<file path="src/rtl/bus_pkg.sv">
// Shared definitions for the CPU-to-peripheral bus router: FSM state
// encoding, the default memory map and the fault read-back value.
package bus_pkg;

  typedef enum logic [1:0] {
    ST_IDLE = 2'd0,
    ST_REQ  = 2'd1,
    ST_WAIT = 2'd2,
    ST_DONE = 2'd3
  } bus_state_e;

  // Default peripheral map carried over from the old per-peripheral decode.
  localparam logic [63:0] Rom_base = 64'h0000_0000_0000_0000;
  localparam logic [63:0] Rom_size = 64'h0000_0000_0001_0000;
  localparam logic [63:0] Ram_base = 64'h0000_0000_8000_0000;
  localparam logic [63:0] Ram_size = 64'h0000_0000_1000_0000;
  localparam logic [63:0] Key_base = 64'h0000_0000_1000_0000;
  localparam logic [63:0] Key_size = 64'h0000_0000_0000_0010;
  localparam logic [63:0] Art_base = 64'h0000_0000_1000_1000;
  localparam logic [63:0] Art_size = 64'h0000_0000_0000_0010;
  localparam logic [63:0] Sdc_base = 64'h0000_0000_1000_2000;
  localparam logic [63:0] Sdc_size = 64'h0000_0000_0000_0100;

  // Returned to the CPU on unmapped, illegal or timed-out reads.
  localparam logic [63:0] DEFAULT_FAULT_DATA = 64'h0000_0000_DEAD_BEEF;

endpackage

</file>
<file path="src/rtl/bus_decode.sv">
// Address decoder: finds the region containing the address, lowest index
// winning on overlap, and returns its one-hot select and byte offset.
module bus_decode #(
  parameter int N_SLAVES = 4,
  parameter int ADDR_W   = 64
) (
  input  logic [ADDR_W-1:0]          i_address,
  input  logic [N_SLAVES*ADDR_W-1:0] i_base,
  input  logic [N_SLAVES*ADDR_W-1:0] i_size,
  output logic [N_SLAVES-1:0]        o_sel,
  output logic                       o_hit,
  output logic [ADDR_W-1:0]          o_offset
);

  // Scan from the highest index down so the lowest matching region is the
  // last one written. The (addr - base) < size form avoids base+size overflow.
  always_comb begin
    o_sel    = '0;
    o_hit    = 1'b0;
    o_offset = '0;
    for (int i = N_SLAVES - 1; i >= 0; i--) begin
      if ((i_size[i*ADDR_W +: ADDR_W] != '0) &&
          (i_address >= i_base[i*ADDR_W +: ADDR_W]) &&
          ((i_address - i_base[i*ADDR_W +: ADDR_W]) < i_size[i*ADDR_W +: ADDR_W])) begin
        o_sel    = '0;
        o_sel[i] = 1'b1;
        o_hit    = 1'b1;
        o_offset = i_address - i_base[i*ADDR_W +: ADDR_W];
      end
    end
  end

endmodule

</file>
<file path="src/rtl/bus_router.sv">
// Memory-mapped bus router: one registered decode per CPU request, a single
// request strobe toward the selected slave, a bounded wait for its ack, and
// a level done toward the CPU held until the CPU drops its enables.
//
// state   | meaning
// IDLE    | waiting for exactly one (or an illegal pair of) CPU enable
// REQ     | one-cycle s_re/s_we strobe to the selected slave
// WAIT    | slave selected, counting cycles until ack or timeout
// DONE    | done/data/fault held until both CPU enables are low
module bus_router
  import bus_pkg::*;
#(
  parameter int                         N_SLAVES   = 4,
  parameter int                         ADDR_W     = 64,
  parameter int                         DATA_W     = 64,
  parameter logic [N_SLAVES*ADDR_W-1:0] SLAVE_BASE = '0,
  parameter logic [N_SLAVES*ADDR_W-1:0] SLAVE_SIZE = '0,
  parameter int                         TIMEOUT    = 255,
  parameter logic [DATA_W-1:0]          FAULT_DATA = DATA_W'(DEFAULT_FAULT_DATA)
) (
  input  logic                         clk,
  input  logic                         reset,
  input  logic [ADDR_W-1:0]            bus_address,
  input  logic                         bus_read_enable,
  input  logic                         bus_write_enable,
  input  logic [DATA_W-1:0]            bus_write_data,
  output logic [DATA_W-1:0]            bus_read_data,
  output logic                         bus_read_done,
  output logic                         bus_write_done,
  output logic                         bus_fault,
  output logic [N_SLAVES-1:0]          s_sel,
  output logic                         s_re,
  output logic                         s_we,
  output logic [ADDR_W-1:0]            s_address,
  output logic [DATA_W-1:0]            s_write_data,
  input  logic [N_SLAVES-1:0]          s_ack,
  input  logic [N_SLAVES*DATA_W-1:0]   s_read_data
);

  localparam int CNT_W = $clog2(TIMEOUT + 1);

  bus_state_e          r_state;
  logic [CNT_W-1:0]    r_cnt;
  logic                r_is_write;
  logic [N_SLAVES-1:0] r_sel;
  logic                r_re;
  logic                r_we;
  logic [ADDR_W-1:0]   r_s_addr;
  logic [DATA_W-1:0]   r_s_wdata;
  logic [DATA_W-1:0]   r_rdata;
  logic                r_rd_done;
  logic                r_wr_done;
  logic                r_fault;

  logic [N_SLAVES-1:0] w_dec_sel;
  logic                w_dec_hit;
  logic [ADDR_W-1:0]   w_dec_offset;
  logic                w_ack_sel;
  logic [DATA_W-1:0]   w_slave_rdata;

  bus_decode #(
    .N_SLAVES (N_SLAVES),
    .ADDR_W   (ADDR_W)
  ) u_decode (
    .i_address (bus_address),
    .i_base    (SLAVE_BASE),
    .i_size    (SLAVE_SIZE),
    .o_sel     (w_dec_sel),
    .o_hit     (w_dec_hit),
    .o_offset  (w_dec_offset)
  );

  // Only the currently selected slave's ack counts; others are ignored.
  assign w_ack_sel = |(s_ack & r_sel);

  // Read data mux driven by the registered one-hot select.
  always_comb begin
    w_slave_rdata = '0;
    for (int i = 0; i < N_SLAVES; i++) begin
      if (r_sel[i]) w_slave_rdata = w_slave_rdata | s_read_data[i*DATA_W +: DATA_W];
    end
  end

  // Transaction FSM with timeout counter; all outputs are registered.
  always_ff @(posedge clk) begin
    if (reset) begin
      r_state    <= ST_IDLE;
      r_cnt      <= '0;
      r_is_write <= 1'b0;
      r_sel      <= '0;
      r_re       <= 1'b0;
      r_we       <= 1'b0;
      r_s_addr   <= '0;
      r_s_wdata  <= '0;
      r_rdata    <= '0;
      r_rd_done  <= 1'b0;
      r_wr_done  <= 1'b0;
      r_fault    <= 1'b0;
    end else begin
      case (r_state)
        ST_IDLE: begin
          if (bus_read_enable && bus_write_enable) begin
            r_rd_done <= 1'b1;
            r_wr_done <= 1'b1;
            r_fault   <= 1'b1;
            r_rdata   <= FAULT_DATA;
            r_state   <= ST_DONE;
          end else if (bus_read_enable || bus_write_enable) begin
            r_is_write <= bus_write_enable;
            if (w_dec_hit) begin
              r_sel     <= w_dec_sel;
              r_re      <= bus_read_enable;
              r_we      <= bus_write_enable;
              r_s_addr  <= w_dec_offset;
              r_s_wdata <= bus_write_data;
              r_state   <= ST_REQ;
            end else begin
              r_rd_done <= bus_read_enable;
              r_wr_done <= bus_write_enable;
              r_fault   <= 1'b1;
              r_rdata   <= FAULT_DATA;
              r_state   <= ST_DONE;
            end
          end
        end
        ST_REQ: begin
          r_re <= 1'b0;
          r_we <= 1'b0;
          if (w_ack_sel) begin
            if (!r_is_write) r_rdata <= w_slave_rdata;
            r_rd_done <= !r_is_write;
            r_wr_done <= r_is_write;
            r_state   <= ST_DONE;
          end else begin
            // REQ counts as the first elapsed cycle, so WAIT starts at 1.
            r_cnt   <= CNT_W'(1);
            r_state <= ST_WAIT;
          end
        end
        ST_WAIT: begin
          // The ack is checked first so it wins over a coincident timeout.
          if (w_ack_sel) begin
            if (!r_is_write) r_rdata <= w_slave_rdata;
            r_rd_done <= !r_is_write;
            r_wr_done <= r_is_write;
            r_state   <= ST_DONE;
          end else if (r_cnt == CNT_W'(TIMEOUT)) begin
            r_sel     <= '0;
            r_rd_done <= !r_is_write;
            r_wr_done <= r_is_write;
            r_fault   <= 1'b1;
            r_rdata   <= FAULT_DATA;
            r_state   <= ST_DONE;
          end else begin
            r_cnt <= r_cnt + 1'b1;
          end
        end
        ST_DONE: begin
          if (!bus_read_enable && !bus_write_enable) begin
            r_cnt      <= '0;
            r_is_write <= 1'b0;
            r_sel      <= '0;
            r_s_addr   <= '0;
            r_s_wdata  <= '0;
            r_rdata    <= '0;
            r_rd_done  <= 1'b0;
            r_wr_done  <= 1'b0;
            r_fault    <= 1'b0;
            r_state    <= ST_IDLE;
          end
        end
        default: r_state <= ST_IDLE;
      endcase
    end
  end

  assign bus_read_data  = r_rdata;
  assign bus_read_done  = r_rd_done;
  assign bus_write_done = r_wr_done;
  assign bus_fault      = r_fault;
  assign s_sel          = r_sel;
  assign s_re           = r_re;
  assign s_we           = r_we;
  assign s_address      = r_s_addr;
  assign s_write_data   = r_s_wdata;

endmodule

</file>
<file path="config.mk">
export PLATFORM = sky130hd
export DESIGN_NAME = bus_router
export DESIGN_NICKNAME = d
export VERILOG_FILES = /design/src/rtl/bus_pkg.sv /design/src/rtl/bus_decode.sv /design/src/rtl/bus_router.sv
export SDC_FILE = /design/constraint.sdc
export NUM_CORES = 1
export LEC_CHECK = 0
export ABC_AREA = 1
export CORE_AREA = 10 10 225 227
export DETAILED_ROUTE_END_ITERATION = 12
export DIE_AREA = 0 0 235 237
export GPL_TIMING_DRIVEN = 1
export PLACE_DENSITY = 0.33
export SYNTH_ARGS = -nofsm -noshare
export SYNTH_HDL_FRONTEND = slang
export SYNTH_SLANG_ARGS = --single-unit
</file>
<file path="constraint.sdc">
create_clock -name clk -period 2 [get_ports clk]
set_clock_uncertainty 0.2 [all_clocks]
set_input_delay 0.2 -clock clk [delete_from_list [all_inputs] [get_ports clk]]
set_output_delay 0.2 -clock clk [all_outputs]
set_load 0.02 [all_outputs]
</file>
# Yosys cells after proc, flatten, opt, wreduce, memory -nomap -nowiden
# Cells that the tools add are included.
totals:
  ff_bits: 82
classes:
  muxes: 48
  n_eq_ne: 14
  bitwise_logic: 4
  addsub: 1
  n_reduce_logical: 18
op_table:
  columns: ["operator", "n"]
  rows:
  - ["64-bit two-way mux", 11]
  - ["64-bit one-hot mux with 4 select lines", 1]
  - ["64-bit OR", 3]
  - ["8-bit two-way mux", 4]
  - ["8-bit one-hot mux with 3 select lines", 1]
  - ["1-bit two-way mux", 17]
  - ["2-bit inequality test (second input constant)", 8]
  - ["4-bit two-way mux", 3]
  - ["4-bit AND reduction", 3]
  - ["2-bit two-way mux", 5]
  - ["5-bit AND reduction", 2]
  - ["8-bit by 1-bit adder with 8-bit output (second input constant)", 1]
  - ["8-bit equality test (second input constant)", 1]
  - ["1-bit one-hot mux with 4 select lines", 2]
  - ["2-bit one-hot mux with 4 select lines", 1]
  - ["4-bit one-hot mux with 2 select lines", 1]
  - ["3-bit inequality test (second input constant)", 2]
  - ["3-bit nonzero test", 2]
  - ["4-bit bitwise AND", 1]
  - ["2-bit equality test (second input constant)", 2]
  - ["2-bit nonzero test", 2]
  - ["4-bit OR reduction", 1]
  - ["1-bit zero test", 3]
  - ["1-bit one-hot mux with 3 select lines", 1]
  - ["6 further kinds", 7]

# Depth between registers and ports, before layout
logic_depth:
  ltp_word: 10
  mapped_depth: 9

# Modules after synthesis
# Synthesis repeated with hierarchy kept, for this count alone.
hier_totals:
  hier_cells: 8270
  area_unflattened_um2: 43490.5
by_module_without_submodules:
  columns: ["module", "area_per_inst_um2", "seq_area_each_um2", "n_inst", "cells_each"]
  rows:
  - ["bus_decode", 31675.4, 0.0, 1, 6274]
  - ["bus_router", 11815.1, 4244.1, 1, 1996]

# Worst setup path after synthesis
# OpenSTA, ideal clock, no wires.
synth_path:
  path_type: "flip-flop to flip-flop"
  startpoint: "reg r_state[0]"
  endpoint: "reg r_fault, in the netlist bus_fault"
  setup_time_ns: 0.113
  arrival_ns: 1.233
  path_stages_with_launch: 9
  required_time_ns: 1.687
  path_slack_ns: 0.455
  path_cell_list: "dfxtp_1 inv_1 ha_1 nand2_2 nand2_1 nor2_2 nand2_1 nor2_1 nor2_1"
synth_between:
  elab_chain_cells: 3
  elab_cells_between_ends: 10
  cone_classes: "6 x eq/ne; 1 x mux; 3 x reduce/logical"
synth_rtl:
  columns: ["element", "line", "text"]
  rows:
  - ["from (decl)", "bus_router.sv:42", "bus_state_e r_state;"]
  - ["from (signal assigned)", "bus_router.sv:87", "r_state <= ST_IDLE;"]
  - ["from (signal assigned)", "bus_router.sv:107", "r_state <= ST_DONE;"]
  - ["from (signal assigned)", "bus_router.sv:116", "r_state <= ST_REQ;"]
  - ["2-bit equality test or 2-bit zero test (tied branches)", "bus_router.sv:100", "case (r_state)"]
  - ["2-bit inequality test (no line) (tied with other cells)", null, null]
  - ["5-bit AND reduction (no line)", null, null]
  - ["to (signal assigned)", "bus_router.sv:98", "r_fault <= 1'b0;"]
  - ["to (signal assigned)", "bus_router.sv:105", "r_fault <= 1'b1;"]
  - ["to (signal assigned)", "bus_router.sv:120", "r_fault <= 1'b1;"]
  - ["to (decl)", "bus_router.sv:53", "logic r_fault;"]
# Parallel ways exist; a longest one is shown, timed or not.
# A chain may end at the register's enable or synchronous reset.

==> run metrics <==
Syn Std Cell Area 0.00252 sq mm; die width 235 um; total number of vias 1478; worst r2r src r_state[0]; gr usage total 1.76%; Psw 1600 uW; Commonest cells post-synth buf_4 (197), nand2_1 (38), nor2_1 (25); ANT nets after route 0; Post-Synth XOR/XNOR Area 0%; # Post-CTS Setup Buffers 0; cell taking the most area after synthesis buf_4; CTS Buf Count 3; Area growth syn-to-layout 14.9%; Hold Fails Final Rpt 0; Post-Synthesis Cells 357; area of the multi-input gates 0.00128 sq mm; HPWL after DPL 4950 um; post-cts gate resize count 0; Finish-stage setup viols 0; Crit Path Max Fanout 24; Sequential Area 300 sq um; io pins 593; CTS Root Cell clkbuf_16; most frequent cell after synthesis buf_4; unique cell type count in the Yosys netlist 26; Compound-Gate Fraction of Synth Area 3.23%; pwr dens 1040 mW/mm^2; # rows 79; design area 0.00289 sq mm; LEAKAGE 0.00144 uW; status completed; global route overflow 0; gpl congestion 0.684; minimum clock period 1.88 ns; Worst-Skew Late Latency 0.25 ns; vias in the first global route 1603; clk slew on worst S/H paths 0.05 ns; WL per Instance 5.75 um; Pre-Repair DR Iteration Count 4; CP Class flip-flop to output port; Switching Fraction 53.1%; ranking of synthesized cells by area buf_4 (59%), dfxtp_1 (12%), nand2_1 (5.7%); syn avg cell area 7.05 sq um; Power Internal 1410 uW; DRC errors left 0; global-route wire length before repair 8070 um; Worst IR Drop VDD 529 uV; Post-Synth Adder-Cell Area 3.48%; Worst EP required 1.60 ns; largest net degree at the start of global routing 25; fraction of the mapped netlist area in simple logic gates 18.3%; r2r worst-path depth 9; Crit. End Element output port; worst reg-to-reg setup slack 0.24 ns; IO Port Bufs 30; Via density 1.51; Final #Nets 770; mux contribution to synthesized area 0%; Yosys reg bits 15; sequential cell area fraction in the yosys report 11.9%; combinational group share of total power 70.9%; RR Endpoint bus_fault; ys flop type dfxtp_1; die area 0.0557 sq mm; sequential power share 15.6%; hold endpoint r_state[1]; ys async rst share 0%; pre-CTS setup slack 0.134 ns; CTS tree built; worst hold margin 0.308 ns; share of cells above drive strength 1 6.49%; H-tree depth 1; hold path cells 2; crit start category flip-flop; CTS sink cnt 15; chip height 237 um; starting density of the core 5.45%; Slew Limit Fails 0; Hold Buf Count CTS 0; min-delay worst type flip-flop to flip-flop; maximum clock insertion buffer count 2; placed standard-cell area 0.00277 sq mm; Hold Startpoint r_state[1]; Yosys top cell area share 58.7%; Post-synth EDFFs 0; Clk pwr share 13.4%; initial antenna violation count 0; n_diodes 0; drt initial violations 23; Tcrit/Tclk final 93.9%; fill count 5474; Synth warnings 0; setup slack after layout 0.123 ns; Placeable Area 0.0462 sq mm; max_cap viols 0; Arr. time, crit path 1.48 ns; combinational family with the most area after synthesis buffers and inverters; Final Routed Wirelength 5610 um; fmax 533 MHz
power groups by stage:
stage	Sequential, uW	Clock, uW	Combinational (uW)
final	470	403	2130
after global routing	488	433	2340
after CTS	472	420	2200
after detailed placement	475	0	2190
after global placement	476	0	2210
after floorplan	552	0	1900
through the flow:
| stage | TNS, ns | std cells | power, uW | utilization (%) |
|---|---|---|---|---|
| 2_1_floorplan | 0 | 530 | 2450 | - |
| 3_3_place_gp | 0 | 973 | 2690 | 6.00 |
| 3_5_place_dp | 0 | 973 | 2670 | 6.00 |
| 4_1_cts | 0 | 977 | 3090 | 6.17 |
| 5_1_grt | -0.000886 | 977 | 3260 | 6.26 |
| 6_report | 0 | 977 | 3000 | 6.26 |
metal layers:
layer	GRT usage [%]	up-vias	part of all wire [%]
met1	1.73	646	39
met2	2.90	88	51
li1	-	740	-
met4	0.371	0	0.59
met5	0	-	0
met3	1.38	4	10
worst max-delay path by stage:
| stage | startpoint | to | slack, ns | depth (start not counted) |
|---|---|---|---|---|
| after floorplan | r_state[0] | bus_fault | 0.45 | 8 |
| after global placement | bus_write_enable | r_cnt[6] | 0.11 | 9 |
| after detailed placement | bus_write_enable | r_cnt[6] | 0.13 | 9 |
| after CTS | bus_read_data[30] | bus_read_data[27] | 0.02 | 2 |
| after global routing | bus_read_data[30] | bus_read_data[1] | -0.0007 | 2 |
| final | bus_read_data[30] | bus_read_data[1] | 0.12 | 2 |
sequential cells by signal, summed over array words and instances (netlist names):
| signal | cells |
|---|---|
| bus_write_done | 1 |
| r_is_write | 1 |
| bus_read_done | 1 |
| r_cnt | 8 |
| r_state | 2 |
| bus_fault | 1 |
| bus_read_data | 1 |
critical path, cell delays in order, from the launching register on:
cell and delay, ns:
dfxtp_1 0.33, buf_4 0.23, clkdlybuf4s50_1 0.65
cell usage in the layout (no fill, tap or decap):
master / instances
o21ai_1: 2
inv_4: 1
nor3b_1: 1
conb_1: 174
nor3_1: 1
clkbuf_16: 3
clkbuf_1: 1
inv_2: 2
nand3_2: 1
nand3_4: 1
clkdlybuf4s50_1: 13
nor2_4: 3
o21ai_0: 2
ha_1: 7
nand2_1: 38
buf_4: 3
a21oi_1: 9
nand2_4: 2
dlymetal6s2s_1: 17
nand3b_1: 1
clkinv_1: 1
nand4_1: 2
nor2_1: 25
o21bai_1: 1
nor2_2: 4
inv_1: 23
nand2_2: 3
a21oi_2: 1
nand3_1: 13
dfxtp_1: 15
logic make-up (layout without fill, tap and decap cells):
| group | after synthesis | count (layout) |
|---|---|---|
| fa+ha+maj | 7 | 7 |
| compound gates | 15 | 15 |
| simple gates | 95 | 95 |
| other cells | 1 | 174 |
| buf+inv | 224 | 64 |
| flops | 15 | 15 |
final cells by class:
type / count / share of cell area, %
clock buffers: 4 / 2.73
well taps: 607 / 26.3
multi-input cells: 291 / 44.4
repair buffers: 33 / 12.6
flip-flops and latches: 15 / 10.4
inverters: 27 / 3.59
Note: power is estimated with default switching activity, not from simulation.
==> RTL change 1 (same settings) <==
Register the output `bus_fault` once more, with the module's reset; this adds one clock of latency there. The other outputs are not delayed to match.
--- a/src/rtl/bus_router.sv
+++ b/src/rtl/bus_router.sv
@@ -179,3 +179,9 @@
   assign bus_write_done = r_wr_done;
-  assign bus_fault      = r_fault;
+  always_ff @(posedge clk) begin
+    if (reset) begin
+      bus_fault <= '0;
+    end else begin
+      bus_fault <= r_fault;
+    end
+  end
   assign s_sel          = r_sel;
Formal check against the unedited RTL: not equivalent (a bounded check fails within 4 cycles, from zero or initial values and one cycle with reset high).
==> RTL change 1 against the unedited design <==
Core utilization decreased by 0.073 points. Die area stayed put. Hold slack lost 0.085 ns. Maximum frequency up 2.6%. Routed wire length is 2.1% higher. Critical endpoint is now bus_read_data[3]. Largest power group unchanged. Final area fell by 1.2%. Global-route usage about the same. Sequential cell count up 1. Total power down 7.9%. Largest cell class unchanged. Critical path type unchanged. Area after synthesis fell by 0.30%. Synthesized cell count rose by 0.28%. Critical path depth unchanged. Setup slack better by 0.048 ns.
==> RTL change 1: results (changes against the unedited design) <==
Parameter                              Value

Setup path
  R2R Path End    bus_read_data[30]
  CP arrival    1.43 ns (-0.05 ns)
  Critical Path Max Stage Delay    0.63 ns (-0.02 ns)
  Setup crit end    bus_read_data[3]
  Critical register-to-register path startpoint    r_state[0]
  Length in cells of the worst reg-to-reg path    7 (-2)
  Register-to-register setup slack    0.32 ns (+0.08 ns)

GRT
  Antenna violations before repair    0 (unchanged)
  All-layer global routing usage    1.74% (-0.027 points)
  First-pass GRT wire length    7.99 mm (-1.0%)
  Via count of the first global-routing pass    1620 (+1.1%)

Synth
  Async set or reset register ratio after synthesis    0% (unchanged)
  Instance count of the mapped netlist    358 (+0.28%)
  Top cells by area in the synthesized netlist    sky130_fd_sc_hd__buf_4 59%, sky130_fd_sc_hd__dfxtp_1 13%, sky130_fd_sc_hd__nand2_1 6.4%
  Most used standard cells in the synthesized netlist    198 x sky130_fd_sc_hd__buf_4, 43 x sky130_fd_sc_hd__nand2_1, 26 x sky130_fd_sc_hd__inv_1, 20 x sky130_fd_sc_hd__nand3_1, 18 x sky130_fd_sc_hd__nor2_1
  Number of distinct standard cells referenced by the synthesized netlist    19 (-27%)

Placement
  Pre-CTS worst setup slack    0.205 ns (+0.0714 ns)
  Quantity of I/O buffers inserted on ports    30 (unchanged)
  Post-detail-place hpwl    5.12 mm (+3.5%)
  GP Congestion    0.644 (-5.8%)

Drt
  Initial DRC Count    60 (+160%)
  Vias after detailed routing    1472 (-0.41%)
  Routed WL    5.73 mm (+2.1%)

Finish
  Filler cells    5444 (-0.55%)
  Area growth from synthesis to layout    13.9%
  Signal inverters    26 (-3.7%)
  Number of combinational gates with multiple inputs    288 (-1.0%)
  Clk tree area frac    3.11% (+0.38 points)
  Nonclk buf count    36 (+9.1%)
  Area of combinational cells with multiple inputs    1230 µm² (-3.9%)
  Proportion of final cell area spent on non-clock buffers    12.5% (-0.11 points)

Min path
  Hold endpoint    bus_fault
  Origin of the worst min-delay path    r_fault

STA
  Final Worst Setup Slack    0.171 ns (+0.0483 ns)
  Hold_ws    0.223 ns (-0.0847 ns)

Clocking
  H-tree levels    1 (unchanged)
  Count of buffers added by post-CTS timing repair for setup    0 (unchanged)
  Clk sink count    16 (+1)

Status
  Result of the run    finished, final reports clean

Pwr
  Largest vdd supply drop    0.295 mV (-44%)
  Leak pwr    1.23 nW (-14%)
[RTL change 1: power breakdown]
group	leakage, nW	internal (mW)	total, mW	switching [mW]
registers	0.132	0.413	0.489	0.0762
logic	1.06	0.662	1.84	1.18
clock network	0.0442	0.304	0.439	0.135
total	1.23	1.38	2.77	1.39
[RTL change 1: layer usage]
metal  up-vias  track usage (%)  wire (µm)  share of wire (%)
li1        744                -          -                  -
met1       631             1.74       2210                 39
met2        95             3.02       2910                 51
met3         2             1.18        586                 10
met4         0            0.176         19               0.33
met5         -                0          0                  0
[RTL change 1: critical path: cells and delay by family, from the launching register on]
| family | cells | cell delay [ns] |
|---|---|---|
| buffers and inverters | 2 | 0.80 |
| DFF | 1 | 0.37 |
[RTL change 1: cell families (layout without fill, tap and decap cells)]
logic type / Yosys count / after routing / synth area share (%)
other cells: 1 / 174 / 0.149
buf+inv: 227 / 66 / 64.0
simple gates: 93 / 93 / 16.7
compound gates: 14 / 14 / 2.94
flops: 16 / 16 / 12.8
fa+ha+maj: 7 / 7 / 3.49
==> RTL change 2 (same settings) <==
Made on the original files. `DATA_W`: 64 -> 72.
--- a/src/rtl/bus_router.sv
+++ b/src/rtl/bus_router.sv
@@ -14,3 +14,3 @@
   parameter int                         ADDR_W     = 64,
-  parameter int                         DATA_W     = 64,
+  parameter int                         DATA_W     = 72,
   parameter logic [N_SLAVES*ADDR_W-1:0] SLAVE_BASE = '0,
Ports: changed (resized bus_read_data, bus_write_data, s_read_data and s_write_data); port bits go from 593 to 649. The function was not compared with the original's and may differ.
==> RTL change 2 against the unedited design <==
Final area up 0.78%. Area after synthesis up 4.8%. Routed wire length up 7.9%. Highest routed layer unchanged. Register-to-register slack better by 0.02 ns. Total power up 2.3%. Setup slack better by 0.0042 ns. Hold slack better by 0.0080 ns. Sequential cell count unchanged.
==> RTL change 2: results (changes against the unedited design) <==
Parameter                              Value

Finish
  Fraction of layout cells with a size suffix above 1    6.72% (+0.23 points)
  Filler cells    5451 (-0.42%)
  Registers with the most flip-flops    r_cnt: 8 flops, r_state: 2 flops
  Post-layout nets    827 (+7.4%)

Pwr
  Largest vdd supply drop    0.403 mV (-24%)
  Flip-flop and latch power    0.470 mW (about the same)
  Power drawn by the clock network    0.411 mW (+2%)
  Leak pwr    1.27 nW (-12%)
  P_int    1.43 mW (+1.3%)

Clocking
  Clock edge transition at the registers on the reported setup and hold paths    0.05 ns (about the same)
  Count of buffers added by post-CTS timing repair for setup    0 (unchanged)
  Number of CTS-inserted buffers    3 (unchanged)
  Post-cts gate resize count    0 (unchanged)
  Number of buffers on the longest clock path    2 (unchanged)

GRT
  All-layer global routing usage    1.82% (+0.053 points)
  Maximum number of pins on one net before global-route repair    26 (+4.0%)
  Via count of the first global-routing pass    1624 (+1.3%)
  First-pass GRT wire length    8.36 mm (+3.5%)

Placement
  Total cell area at the placement stage    2840 µm² (+2.3%)
  GP Congestion    0.656 (-4.0%)
  Quantity of I/O buffers inserted on ports    30 (unchanged)
  Post-detail-place hpwl    5.39 mm (+8.9%)

Synth
  Sequential-to-total area share from yosys stat    11.4% (-0.54 points)
  Parity-gate share of the synthesized area counting xor and xnor cells    0% (unchanged)
  Number of distinct standard cells referenced by the synthesized netlist    26 (unchanged)
  Multiplexer share of the synthesized area    0% (unchanged)
  Top FF cell, synth    sky130_fd_sc_hd__dfxtp_1
  Main combinational cell family by area after synthesis    buffers and inverters
  Most used standard cells in the synthesized netlist    213 x sky130_fd_sc_hd__buf_4, 38 x sky130_fd_sc_hd__nand2_1, 25 x sky130_fd_sc_hd__nor2_1, 23 x sky130_fd_sc_hd__inv_1, 15 x sky130_fd_sc_hd__dfxtp_1
  Async set or reset register ratio after synthesis    0% (unchanged)
  Adder-cell area share of the yosys netlist    3.32% (-0.16 points)
  Top cells by area in the synthesized netlist    sky130_fd_sc_hd__buf_4 61%, sky130_fd_sc_hd__dfxtp_1 11%, sky130_fd_sc_hd__nand2_1 5.4%
  Area fraction in compound gates after synthesis    3.08% (-0.15 points)

Setup path
  R2R Path End    bus_fault
  Length in cells of the worst reg-to-reg path    8 (-1)
  Critical path fanouts, max    25 (+4.2%)
  Critical Path Max Stage Delay    0.67 ns (+0.02 ns)
  Critical register-to-register path startpoint    r_state[0]
  Register-to-register setup slack    0.26 ns (+0.02 ns)
  CP arrival    between 1 and 1.5 ns
  Cell with the biggest individual delay on the critical path    sky130_fd_sc_hd__clkdlybuf4s50_1

Min path
  Hold path depth    2 (unchanged)
  Class of the tightest hold or removal check    register to register

Drt
  Routed wire length per instance    6.09 µm (+6.0%)
  Vias per inst    1.54 (+1.6%)
  Met2 WL    3.10 mm (+9.1%)
  Amount of wire on met3 after detailed routing    666 µm (+16%)
  Initial DRC Count    71 (+210%)
  Met1 WL    2.27 mm (+4.8%)

Status
  Result of the run    finished, final reports clean
[RTL change 2: changes by cell type after synthesis, sizes merged]
cell and change:
buf +16
[RTL change 2: kinds of logic after synthesis]
group                      Yosys count
other                                1
DFF                                 15
and+or+nand+nor                     95
buffers and inverters              240
AOI/OAI and AO/OA                   15
adders and majority gates            7
[RTL change 2: stage by stage]
| stage | util (%) | hold slack, ns | setup slack [ns] | instances | power (mW) |
|---|---|---|---|---|---|
| detailed placement | 6.14 | 0.309 | 0.168 | 990 | 2.70 |
| global placement | 6.14 | 0.302 | 0.149 | 990 | 2.72 |
| floorplan | - | 0.0624 | 0.455 | 562 | 2.50 |
| global route | 6.31 | 0.333 | 0.0197 | 994 | 3.33 |
| CTS | 6.31 | 0.316 | 0.0788 | 994 | 3.12 |
| finish | 6.31 | 0.316 | 0.127 | 994 | 3.07 |
[RTL change 2: worst max path at each step]
stage / from / end
5_1_grt: bus_read_data[30] / bus_read_data[18]
4_1_cts: bus_read_data[30] / bus_read_data[21]
3_3_place_gp: bus_write_enable / r_cnt[5]
2_1_floorplan: r_state[0] / bus_fault
3_5_place_dp: bus_write_enable / r_cnt[6]
6_report: bus_read_data[30] / bus_read_data[21]
[RTL change 2: worst max-delay path, delay by kind of cell, from the launching register on]
kind	cells	cell delay, ns
flops	1	0.30
buf+inv	2	0.91
[RTL change 2: cell type report]
cell class	count	area, µm²	share of cell area, %
clock buffers	4	78.8	2.71
inverters	27	104	3.56
multi-input cells	307	1340	46.1
flip-flops and latches	15	300	10.3
well taps	607	759	26.1
repair buffers	34	328	11.2
[RTL change 2: routing by layer]
| metal | track usage, % | up-vias |
|---|---|---|
| li1 | - | 763 |
| met1 | 1.78 | 659 |
| met2 | 3.17 | 104 |
| met3 | 1.30 | 2 |
| met4 | 0.176 | 0 |
| met5 | 0 | - |
